**config.mk**
```make
export PLATFORM = sky130hd
export DESIGN_NAME = fxp_add_arbiter
export DESIGN_NICKNAME = d
export VERILOG_FILES = /design/src/rtl/fxp_add_arbiter.sv
export SDC_FILE = /design/constraint.sdc
export NUM_CORES = 1
export LEC_CHECK = 0
export BUFFER_PORTS_ARGS = -buffer_cell sky130_fd_sc_hd__buf_2
export CELL_PAD_IN_SITES_DETAIL_PLACEMENT = 0
export CELL_PAD_IN_SITES_GLOBAL_PLACEMENT = 1
export CORE_MARGIN = 3
export CORE_UTILIZATION = 38
export CTS_CLUSTER_DIAMETER = 200
export DETAILED_ROUTE_END_ITERATION = 7
export PLACE_DENSITY_LB_ADDON = 0.05
export REMOVE_ABC_BUFFERS = 1
export SETUP_SLACK_MARGIN = 0.2
export SYNTH_ARGS = -nofsm -noshare
export SYNTH_HDL_FRONTEND = slang
export SYNTH_SLANG_ARGS = --single-unit
```
**constraint.sdc**
```tcl
create_clock -name clk -period 3.75 [get_ports clk]
set_clock_uncertainty 0.15 [all_clocks]
set_input_delay 0.5625 -clock clk [delete_from_list [all_inputs] [get_ports clk]]
set_output_delay 0.5625 -clock clk [all_outputs]
set_load 0.01 [all_outputs]
```
**src/rtl/fxp_add_arbiter.sv**
```systemverilog
// Shared unsigned fixed-point adder fronted by a round-robin arbiter across NUM_REQ requesters.
// Latency: an operand pair accepted at edge t appears on rsp_* after edge t+1; one transaction every 3 cycles at best.
// Backpressure: rsp_ready=0 holds the result stable, and req_ready stays low until it is accepted.
//
// Optional build macro FXP_ARB_SAT_EN: clamp the result to DATA_W bits, so rsp_sum[DATA_W] is always 0.
//
// Ports:
//   clk, rst_n            rising-edge clock, asynchronous active-low reset
//   req_valid/req_ready   per-requester handshake; at most one ready bit is set, and only in IDLE
//   req_a, req_b          packed operands, requester i at [i*DATA_W +: DATA_W]
//   rsp_valid/rsp_ready   result handshake
//   rsp_sum, rsp_id       DATA_W+1-bit sum and the index of the requester that owns it
module fxp_add_arbiter #(
    parameter int NUM_REQ = 4,
    parameter int DATA_W  = 4,
    parameter int ID_W    = 2     // must equal $clog2(NUM_REQ)
) (
    input  logic                      clk,
    input  logic                      rst_n,
    input  logic [NUM_REQ-1:0]        req_valid,
    output logic [NUM_REQ-1:0]        req_ready,
    input  logic [NUM_REQ*DATA_W-1:0] req_a,
    input  logic [NUM_REQ*DATA_W-1:0] req_b,
    output logic                      rsp_valid,
    input  logic                      rsp_ready,
    output logic [DATA_W:0]           rsp_sum,
    output logic [ID_W-1:0]           rsp_id
);

    typedef enum logic [1:0] {
        IDLE = 2'd0,
        CALC = 2'd1,
        RESP = 2'd2
    } state_e;

    // After reset the pointer sits on the last requester, so requester 0 is searched first.
    localparam logic [ID_W-1:0] LAST_GRANT_RST = ID_W'(NUM_REQ - 1);
    localparam logic [ID_W:0]   NUM_REQ_EXT    = (ID_W+1)'(NUM_REQ);

    state_e            state_q, state_d;
    logic [ID_W-1:0]   last_grant_q, last_grant_d;
    logic [ID_W-1:0]   id_q, id_d;
    logic [DATA_W-1:0] a_q, a_d;
    logic [DATA_W-1:0] b_q, b_d;
    logic [DATA_W:0]   rsp_sum_q, rsp_sum_d;
    logic [ID_W-1:0]   rsp_id_q, rsp_id_d;
    logic              rsp_valid_q, rsp_valid_d;

    logic              any_vld;
    logic [ID_W-1:0]   winner;
    logic [ID_W:0]     cand;
    logic [NUM_REQ-1:0] grant_vec;
    logic [DATA_W:0]   sum_full;
    logic [DATA_W:0]   sum_res;

    // ------------------------------------------------------------------
    // Round-robin search: candidates last_grant+1, last_grant+2, ... with
    // wrap at NUM_REQ. cand is one bit wider than an index, so the sum of
    // pointer and offset never overflows before the wrap subtraction,
    // which also keeps non-power-of-two NUM_REQ correct.
    // ------------------------------------------------------------------
    always_comb begin
        any_vld = 1'b0;
        winner  = '0;
        cand    = '0;
        for (int k = 1; k <= NUM_REQ; k++) begin
            cand = {1'b0, last_grant_q} + (ID_W+1)'(k);
            if (cand >= NUM_REQ_EXT) begin
                cand = cand - NUM_REQ_EXT;
            end
            if (!any_vld && req_valid[cand[ID_W-1:0]]) begin
                any_vld = 1'b1;
                winner  = cand[ID_W-1:0];
            end
        end
    end

    // ------------------------------------------------------------------
    // Shared adder, fed only from the captured operand registers.
    // ------------------------------------------------------------------
    always_comb begin
        sum_full = {1'b0, a_q} + {1'b0, b_q};
`ifdef FXP_ARB_SAT_EN
        sum_res = sum_full[DATA_W] ? {1'b0, {DATA_W{1'b1}}}
                                   : {1'b0, sum_full[DATA_W-1:0]};
`else
        sum_res = sum_full;
`endif
    end

    // ------------------------------------------------------------------
    // FSM next state and datapath enables.
    // ------------------------------------------------------------------
    always_comb begin
        state_d      = state_q;
        last_grant_d = last_grant_q;
        id_d         = id_q;
        a_d          = a_q;
        b_d          = b_q;
        rsp_sum_d    = rsp_sum_q;
        rsp_id_d     = rsp_id_q;
        rsp_valid_d  = rsp_valid_q;
        grant_vec    = '0;

        unique case (state_q)
            IDLE: begin
                if (any_vld) begin
                    // The handshake completes on this edge: capture the
                    // winner's operands now, because they may change later.
                    grant_vec[winner] = 1'b1;
                    a_d               = req_a[winner*DATA_W +: DATA_W];
                    b_d               = req_b[winner*DATA_W +: DATA_W];
                    id_d              = winner;
                    last_grant_d      = winner;
                    state_d           = CALC;
                end
            end
            CALC: begin
                rsp_sum_d   = sum_res;
                rsp_id_d    = id_q;
                rsp_valid_d = 1'b1;
                state_d     = RESP;
            end
            RESP: begin
                if (rsp_ready) begin
                    rsp_valid_d = 1'b0;
                    state_d     = IDLE;
                end
            end
            default: begin
                rsp_valid_d = 1'b0;
                state_d     = IDLE;
            end
        endcase
    end

    // The state register already sits in IDLE during reset. Gating ready
    // with rst_n stops a waiting requester from seeing a handshake that
    // the flops would never act on.
    assign req_ready = rst_n ? grant_vec : '0;

    // ------------------------------------------------------------------
    // State and datapath registers.
    // ------------------------------------------------------------------
    always_ff @(posedge clk or negedge rst_n) begin
        if (!rst_n) begin
            state_q      <= IDLE;
            last_grant_q <= LAST_GRANT_RST;
            id_q         <= '0;
            a_q          <= '0;
            b_q          <= '0;
            rsp_sum_q    <= '0;
            rsp_id_q     <= '0;
            rsp_valid_q  <= 1'b0;
        end else begin
            state_q      <= state_d;
            last_grant_q <= last_grant_d;
            id_q         <= id_d;
            a_q          <= a_d;
            b_q          <= b_d;
            rsp_sum_q    <= rsp_sum_d;
            rsp_id_q     <= rsp_id_d;
            rsp_valid_q  <= rsp_valid_d;
        end
    end

    assign rsp_valid = rsp_valid_q;
    assign rsp_sum   = rsp_sum_q;
    assign rsp_id    = rsp_id_q;

endmodule

```
==> impl_metrics.tcl, run 1 <==
set metrics [dict create \
    leading_post_synthesis_cells_by_cell_area "sky130_fd_sc_hd__dfrtp_1 (39%), sky130_fd_sc_hd__mux2i_1 (13%), sky130_fd_sc_hd__nand2_1 (6.5%)" \
    clk_pin_slew_worst_paths_ps 120 \
    clock_sinks 22 \
    first_pass_grt_wire_length_um 4990 \
    dp.final_hpwl_um 2200 \
    ctsResizeCount 0 \
    post-synth-top-area-fraction_pct 39.5 \
    regToRegStartpoint "last_grant_q[0]$_DFFE_PN1P_" \
    instances_no_fill 217 \
    1st_iter_drt_viols 17 \
    totalWireLength_um 2780 \
    n_fill_cell 308 \
    critical_path_type "flop to output pin" \
    layout_worst_path_cycle_share_pct 75.1 \
    status "finished, final reports clean" \
    avgViaCountPerCell 4.94 \
    area_delta_synth_final_pct 25.0 \
    timing.critical_path.slowest_cell_delay_ps 710 \
    mapped_area_um2 1270 \
    number_of_synthesized_register_bits 22 \
    port-buffer-count 50 \
    tightest_slew_ps 796 \
    die-area_um2 4060 \
    yosysWarnings 0 \
    clock.fmax_mhz 355 \
    post-route-drc-count 0 \
    tns_ps 0 \
    avgSynthCellArea_um2 10.2 \
    cts_setup_buffers 0 \
    number_of_diodes_added_for_antenna_fixing 0 \
    kind_of_cell_with_the_highest_combined_delay_on_the_critical_path "compound AO/OA/AOI/OAI gates" \
    grt_setup_unrepaired "no" \
    floorplan.core_area_um2 3130 \
    timing.slew.headroom_pct 46.8 \
    final_util_pct 50.6 \
    antenna_found_initial 0 \
    yosysUniqueCellTypes 32 \
    cts_made_buffers 3 \
    tritoncts "yes" \
    avgRoutedWirePerCell_um 12.8 \
    finalHoldViolCount 0 \
    ctsRootBufferMaster "sky130_fd_sc_hd__clkbuf_4" \
    yosys_most_used_dff "sky130_fd_sc_hd__dfrtp_1" \
    htreeDepth 1 \
    layout_cells_sized_above_1_pct 37.6 \
    clock_tree.buffer_depth 2 \
    cp_cell_sequence "nand2b_2, o21ai_2, a211oi_4, nor3b_1, buf_2" \
    asyncSetResetFlopFracSynth_pct 100 \
    holdCritPathClass "input pin to asynchronous set/reset pin" \
    floorplan.die.height_um 63.8 \
    horizontal_die_dimension_um 63.8 \
    cap_violations 0 \
    firstDrtPassIters 4 \
    critical_path_source "last_grant_q[0]$_DFFE_PN1P_" \
    maxSlewViolCount 0 \
    grt_pass1_vias 1106 \
    overflow 0 \
    ant_nets 0 \
    initial_core_utilization_pct 40.5 \
    layout_commonest_cell "sky130_fd_sc_hd__buf_2" \
    vdd_drop_max_mv 0.261 \
    critical_path.startpoint_type "flop" \
    power.leakage_uw 0.000826 \
    layout_common_cells "sky130_fd_sc_hd__buf_2 (50), sky130_fd_sc_hd__nand2_1 (22), sky130_fd_sc_hd__dfrtp_1 (20), sky130_fd_sc_hd__mux2i_1 (16), sky130_fd_sc_hd__o221ai_1 (8)" \
    netlist.top_cell.by_area "sky130_fd_sc_hd__dfrtp_1" \
    crit_path_end_kind "output pin" \
    grt_start_max_net_pins 26 \
    final_replace_weighted_congestion 0.787 \
    placementRows 20 \
    synth_seq_area_share_pct 43.6 \
    arrival_ps 2100 \
    pin_count 51 \
    cp_max_fo 13 \
    powerDensity_nw_per_um2 765 \
    fin_crit_period_ps 2820 \
    critical_path_buf_inv_count 1 \
    number_of_enable_type_register_cells_in_the_synthesized_netlist 0 \
    timing.critical_path.slowest_stage_cell "sky130_fd_sc_hd__a211oi_4" \
    setup_viol 0 \
    final_nets 218 \
    vias 1073 \
    cts_hold_repair.buffers 0 \
    final.hold.worst_slack_ps 63.4 \
    synthesis.instances 124 \
    placed_cells_incl_taps 213 \
    worstSkewPairLatency_ps 300 \
    required_ps 3040 \
    grt_usage_pct 15.5 \
]
[synth_stat cells (2+ instances only)]
master	n
sky130_fd_sc_hd__a21o_1	2
sky130_fd_sc_hd__a21oi_1	4
sky130_fd_sc_hd__buf_2	2
sky130_fd_sc_hd__buf_6	2
sky130_fd_sc_hd__clkbuf_1	2
sky130_fd_sc_hd__dfrtp_1	20
sky130_fd_sc_hd__dfstp_2	2
sky130_fd_sc_hd__ha_1	4
sky130_fd_sc_hd__inv_1	5
sky130_fd_sc_hd__mux2_2	2
sky130_fd_sc_hd__mux2i_1	16
sky130_fd_sc_hd__nand2_1	22
sky130_fd_sc_hd__nand2b_1	4
sky130_fd_sc_hd__nor2_1	5
sky130_fd_sc_hd__o21a_1	2
sky130_fd_sc_hd__o21ai_0	5
sky130_fd_sc_hd__o221ai_1	8
sky130_fd_sc_hd__o31ai_1	2
sky130_fd_sc_hd__xor2_1	2
[layer usage]
layer  wire length (um)  global-route usage (%)  part of all wire, %
met5                  0                       0                    0
met3                130                    2.81                  4.7
met2               1300                    25.8                   47
met1               1340                    20.4                   48
met4                 17                    4.85                 0.61
[worst reg2reg max path, stage by stage, from the launching register on]
cell and delay [ps]:
sky130_fd_sc_hd__dfstp_2 580, sky130_fd_sc_hd__nand2b_2 140, sky130_fd_sc_hd__o21ai_2 90, sky130_fd_sc_hd__a211oi_4 710, sky130_fd_sc_hd__buf_4 320, sky130_fd_sc_hd__mux2i_1 230, sky130_fd_sc_hd__o221ai_1 140
[cells by family after synthesis]
family | count (synthesis) | synth area share [%]
xor+xnor | 2 | 1.38
simple gates | 36 | 13.0
flops | 22 | 43.6
mux | 19 | 15.3
compound gates | 28 | 16.2
fa+ha+maj | 5 | 5.53
buf+inv | 12 | 4.94
[per-stage QoR]
stage | setup slack [ps] | instance area (um2) | power (uW)
3_5_place_dp | 1040 | 1550 | 1100
6_report | 935 | 1580 | 1210
5_1_grt | 739 | 1580 | 1340
3_3_place_gp | 1130 | 1550 | 1070
4_1_cts | 874 | 1580 | 1230
2_1_floorplan | 908 | 1230 | 895
[sequential cells by signal, indices dropped and copies added, names as in the netlist]
register	cells
a_q	4
last_grant_q	2
b_q	4
rsp_sum	5
rsp_id	2
state_q	2
id_q	2
rsp_valid	1
[area by class of cell]
cell class | count | area (um2) | share of cell area, %
tap | 44 | 55.1 | 3.48
clock buffer | 4 | 36.3 | 2.29
timing repair buffer | 51 | 258 | 16.3
multi-input combinational | 90 | 659 | 41.6
inverter | 6 | 22.5 | 1.42
sequential | 22 | 553 | 34.9
[report_power, final]
part	internal [uW]	leakage (uW)	switching, uW
clock	59.2	0.0000210	70.0
combinational	288	0.000538	340
sequential	366	0.000266	87.7
[worst paths after layout]
kind	end	slack [ps]	cells past startpoint
hold reg to reg	id_q[1]$_DFFE_PN0P_	340	2
hold / removal	rsp_id[0]$_DFFE_PN0P_	60	1
max in group asynchronous	last_grant_q[1]$_DFFE_PN1P_	3020	1
setup reg to reg	b_q[0]$_DFFE_PN0P_	1270	6
setup / recovery	req_ready[1]	930	5
min in group clk	id_q[1]$_DFFE_PN0P_	340	2
Note: power is estimated with default switching activity, not from simulation.
==> run 2, diff against run 1 <==
--- a/config.mk
+++ b/config.mk
@@ -9,7 +9,7 @@
 export CELL_PAD_IN_SITES_DETAIL_PLACEMENT = 0
 export CELL_PAD_IN_SITES_GLOBAL_PLACEMENT = 1
 export CORE_MARGIN = 3
-export CORE_UTILIZATION = 38
+export CORE_UTILIZATION = 35
 export CTS_CLUSTER_DIAMETER = 200
 export DETAILED_ROUTE_END_ITERATION = 7
 export PLACE_DENSITY_LB_ADDON = 0.05
==> constraint.sdc (replaced) <==
create_clock -name clk -period 2.8 [get_ports clk]
set_clock_uncertainty 0.15 [all_clocks]
set_input_delay 0.42 -clock clk [delete_from_list [all_inputs] [get_ports clk]]
set_output_delay 0.42 -clock clk [all_outputs]
set_load 0.01 [all_outputs]
==> run 2 against run 1 <==
Against the previous run: clock power increased by 90%; critical path type unchanged; via count grew 0.28%; final cell count increased by 2.3%; worst hold slack improved by 130 ps; sequential share of layout area shrank 0.94 points; count of clock-buffer cells in the layout is 1 lower.
==> impl_metrics.tcl, run 2 (synthesized netlist as in run 1, its figures left out) <==
set metrics [dict create \
    tightest_slew_ps 456 \
    number_of_diodes_added_for_antenna_fixing 0 \
    placed_cells_incl_taps 217 \
    timing.hold.worst_endpoint "state_q[1]$_DFFE_PN0P_" \
    grt_start_max_net_pins 23 \
    cts_made_buffers 3 \
    worstSkewPairLatency_ps 310 \
    critical_path_type "flop to output pin" \
    crit_path_end_kind "output pin" \
    layout_commonest_cell "sky130_fd_sc_hd__buf_2" \
    fin_crit_period_ps 2560 \
    cap_violations 0 \
    finalHoldViolCount 0 \
    clock.fmax_mhz 390 \
    regToRegStartpoint "last_grant_q[0]$_DFFE_PN1P_" \
    post-route-drc-count 0 \
    timing.slew.headroom_pct 69.5 \
    horizontal_die_dimension_um 66.2 \
    ant_nets 0 \
    floorplan.core_area_um2 3420 \
    vias 1076 \
    instances_no_fill 222 \
    tns_ps 0 \
    overflow 0 \
    antenna_found_initial 0 \
    maxSlewViolCount 0 \
    ctsRootBufferMaster "sky130_fd_sc_hd__clkbuf_4" \
    multi_input_area_um2 659 \
    setup_slack_of_the_most_critical_reg_to_reg_path_ps 570 \
    required_ps 2230 \
    finalInstanceArea_um2 1630 \
    cp_max_fo 12 \
    final_nets 221 \
    layout_cells_sized_above_1_pct 38.1 \
    layout_common_cells "sky130_fd_sc_hd__buf_2 (50), sky130_fd_sc_hd__nand2_1 (22), sky130_fd_sc_hd__dfrtp_1 (20), sky130_fd_sc_hd__mux2i_1 (16), sky130_fd_sc_hd__o221ai_1 (8)" \
    layout_worst_path_cycle_share_pct 91.5 \
    placementRows 21 \
    placed_cell_area_um2 1570 \
    p_total_uw 1710 \
    powerDensity_nw_per_um2 1050 \
    arrival_ps 1990 \
    tritoncts "yes" \
    pin_count 51 \
    holdCritPathClass "input pin to flop" \
    avgViaCountPerCell 4.85 \
    status "finished, final reports clean" \
    hp-start "rsp_ready" \
    floorplan.die.height_um 66.2 \
    avgRoutedWirePerCell_um 12.9 \
    clock_sinks 22 \
    clk_pin_slew_worst_paths_ps 130 \
    htreeDepth 1 \
    n_fill_cell 355 \
    initial_core_utilization_pct 37.1 \
    hold_path_depth 4 \
    area_delta_synth_final_pct 28.4 \
    port-buffer-count 50 \
    first_pass_grt_wire_length_um 4560 \
    clock_tree.buffer_depth 2 \
    largest_reg_flops 5 \
    die-area_um2 4380 \
    grt_pass1_vias 975 \
    totalWireLength_um 2850 \
    1st_iter_drt_viols 45 \
    final_replace_weighted_congestion 0.712 \
    power.leakage_uw 0.000846 \
    r2r.worst_path.cells 6 \
    critical_path.startpoint_type "flop" \
    final-seq-area_um2 553 \
    grt_setup_unrepaired "yes" \
    setup_viol 0 \
    critical_path.reg2reg.endpoint "b_q[2]$_DFFE_PN0P_" \
    firstDrtPassIters 4 \
    dp.final_hpwl_um 2260 \
    vdd_drop_max_mv 0.440 \
    grt_usage_pct 13.6 \
]
-- run 2: cell types whose count changed in the layout (fill, tap and decap cells not counted), sizes merged --
cell         change
dlygate4sd3      +1
buf              +2
bufinv           +1
clkbuf           -1
-- run 2: per-layer routing --
layer | vias up | track usage [%] | share of wire, %
li1 | 546 | - | -
met1 | 495 | 20.0 | 50
met2 | 33 | 19.8 | 44
met3 | 2 | 3.91 | 5.9
met4 | 0 | 2.28 | 0.63
met5 | - | 0 | 0
-- run 2: final cells by class --
type / count / area share (%)
tap: 46 / 3.54
multi-input combinational: 90 / 40.5
timing repair buffer: 54 / 17.4
clock buffer: 3 / 1.38
inverter: 6 / 1.38
sequential: 22 / 34.0
clock inverter: 1 / 1.84
-- run 2: power breakdown --
group | switching (uW) | leakage [uW] | internal [uW] | total [uW]
Combinational | 463 | 0.000552 | 398 | 861
Sequential | 112 | 0.000266 | 490 | 602
Clock | 100 | 0.0000279 | 145 | 245
-- run 2: worst max-delay path, cell delays in order, from the launching register on --
cell	delay [ps]
sky130_fd_sc_hd__dfstp_2	570
sky130_fd_sc_hd__nand2b_1	140
sky130_fd_sc_hd__o22ai_1	90
sky130_fd_sc_hd__a21oi_1	170
sky130_fd_sc_hd__nand2_1	320
sky130_fd_sc_hd__nor3b_2	240
sky130_fd_sc_hd__buf_2	160
-- run 2: stage by stage --
| stage | hold slack, ps | setup slack [ps] | util [%] |
|---|---|---|---|
| finish | 196 | 238 | 47.7 |
| global route | 184 | 109 | 47.7 |
| CTS | 181 | 225 | 47.7 |
| detailed placement | 318 | 556 | 45.8 |
| global placement | 306 | 529 | 45.8 |
| floorplan | -25.6 | 111 | - |
-- run 2: worst max-delay path by stage --
| stage | from | endpoint | slack [ps] | cells after the start |
|---|---|---|---|---|
| final | last_grant_q[0]$_DFFE_PN1P_ | req_ready[3] | 240 | 6 |
| after global routing | last_grant_q[0]$_DFFE_PN1P_ | req_ready[3] | 110 | 6 |
| after CTS | last_grant_q[0]$_DFFE_PN1P_ | req_ready[3] | 220 | 6 |
| after detailed placement | last_grant_q[0]$_DFFE_PN1P_ | b_q[2]$_DFFE_PN0P_ | 560 | 6 |
| after global placement | req_valid[3] | req_ready[1] | 530 | 7 |
| after floorplan | last_grant_q[0]$_DFFE_PN1P_ | req_ready[1] | 110 | 4 |
-- run 2: repair_timing --
action                                 CTS  global route
gates resized for setup                  0             0
hold buffers                             1             0
endpoints found under the hold margin   20             0
buffers inserted                         0             0
setup endpoints to repair                0             4
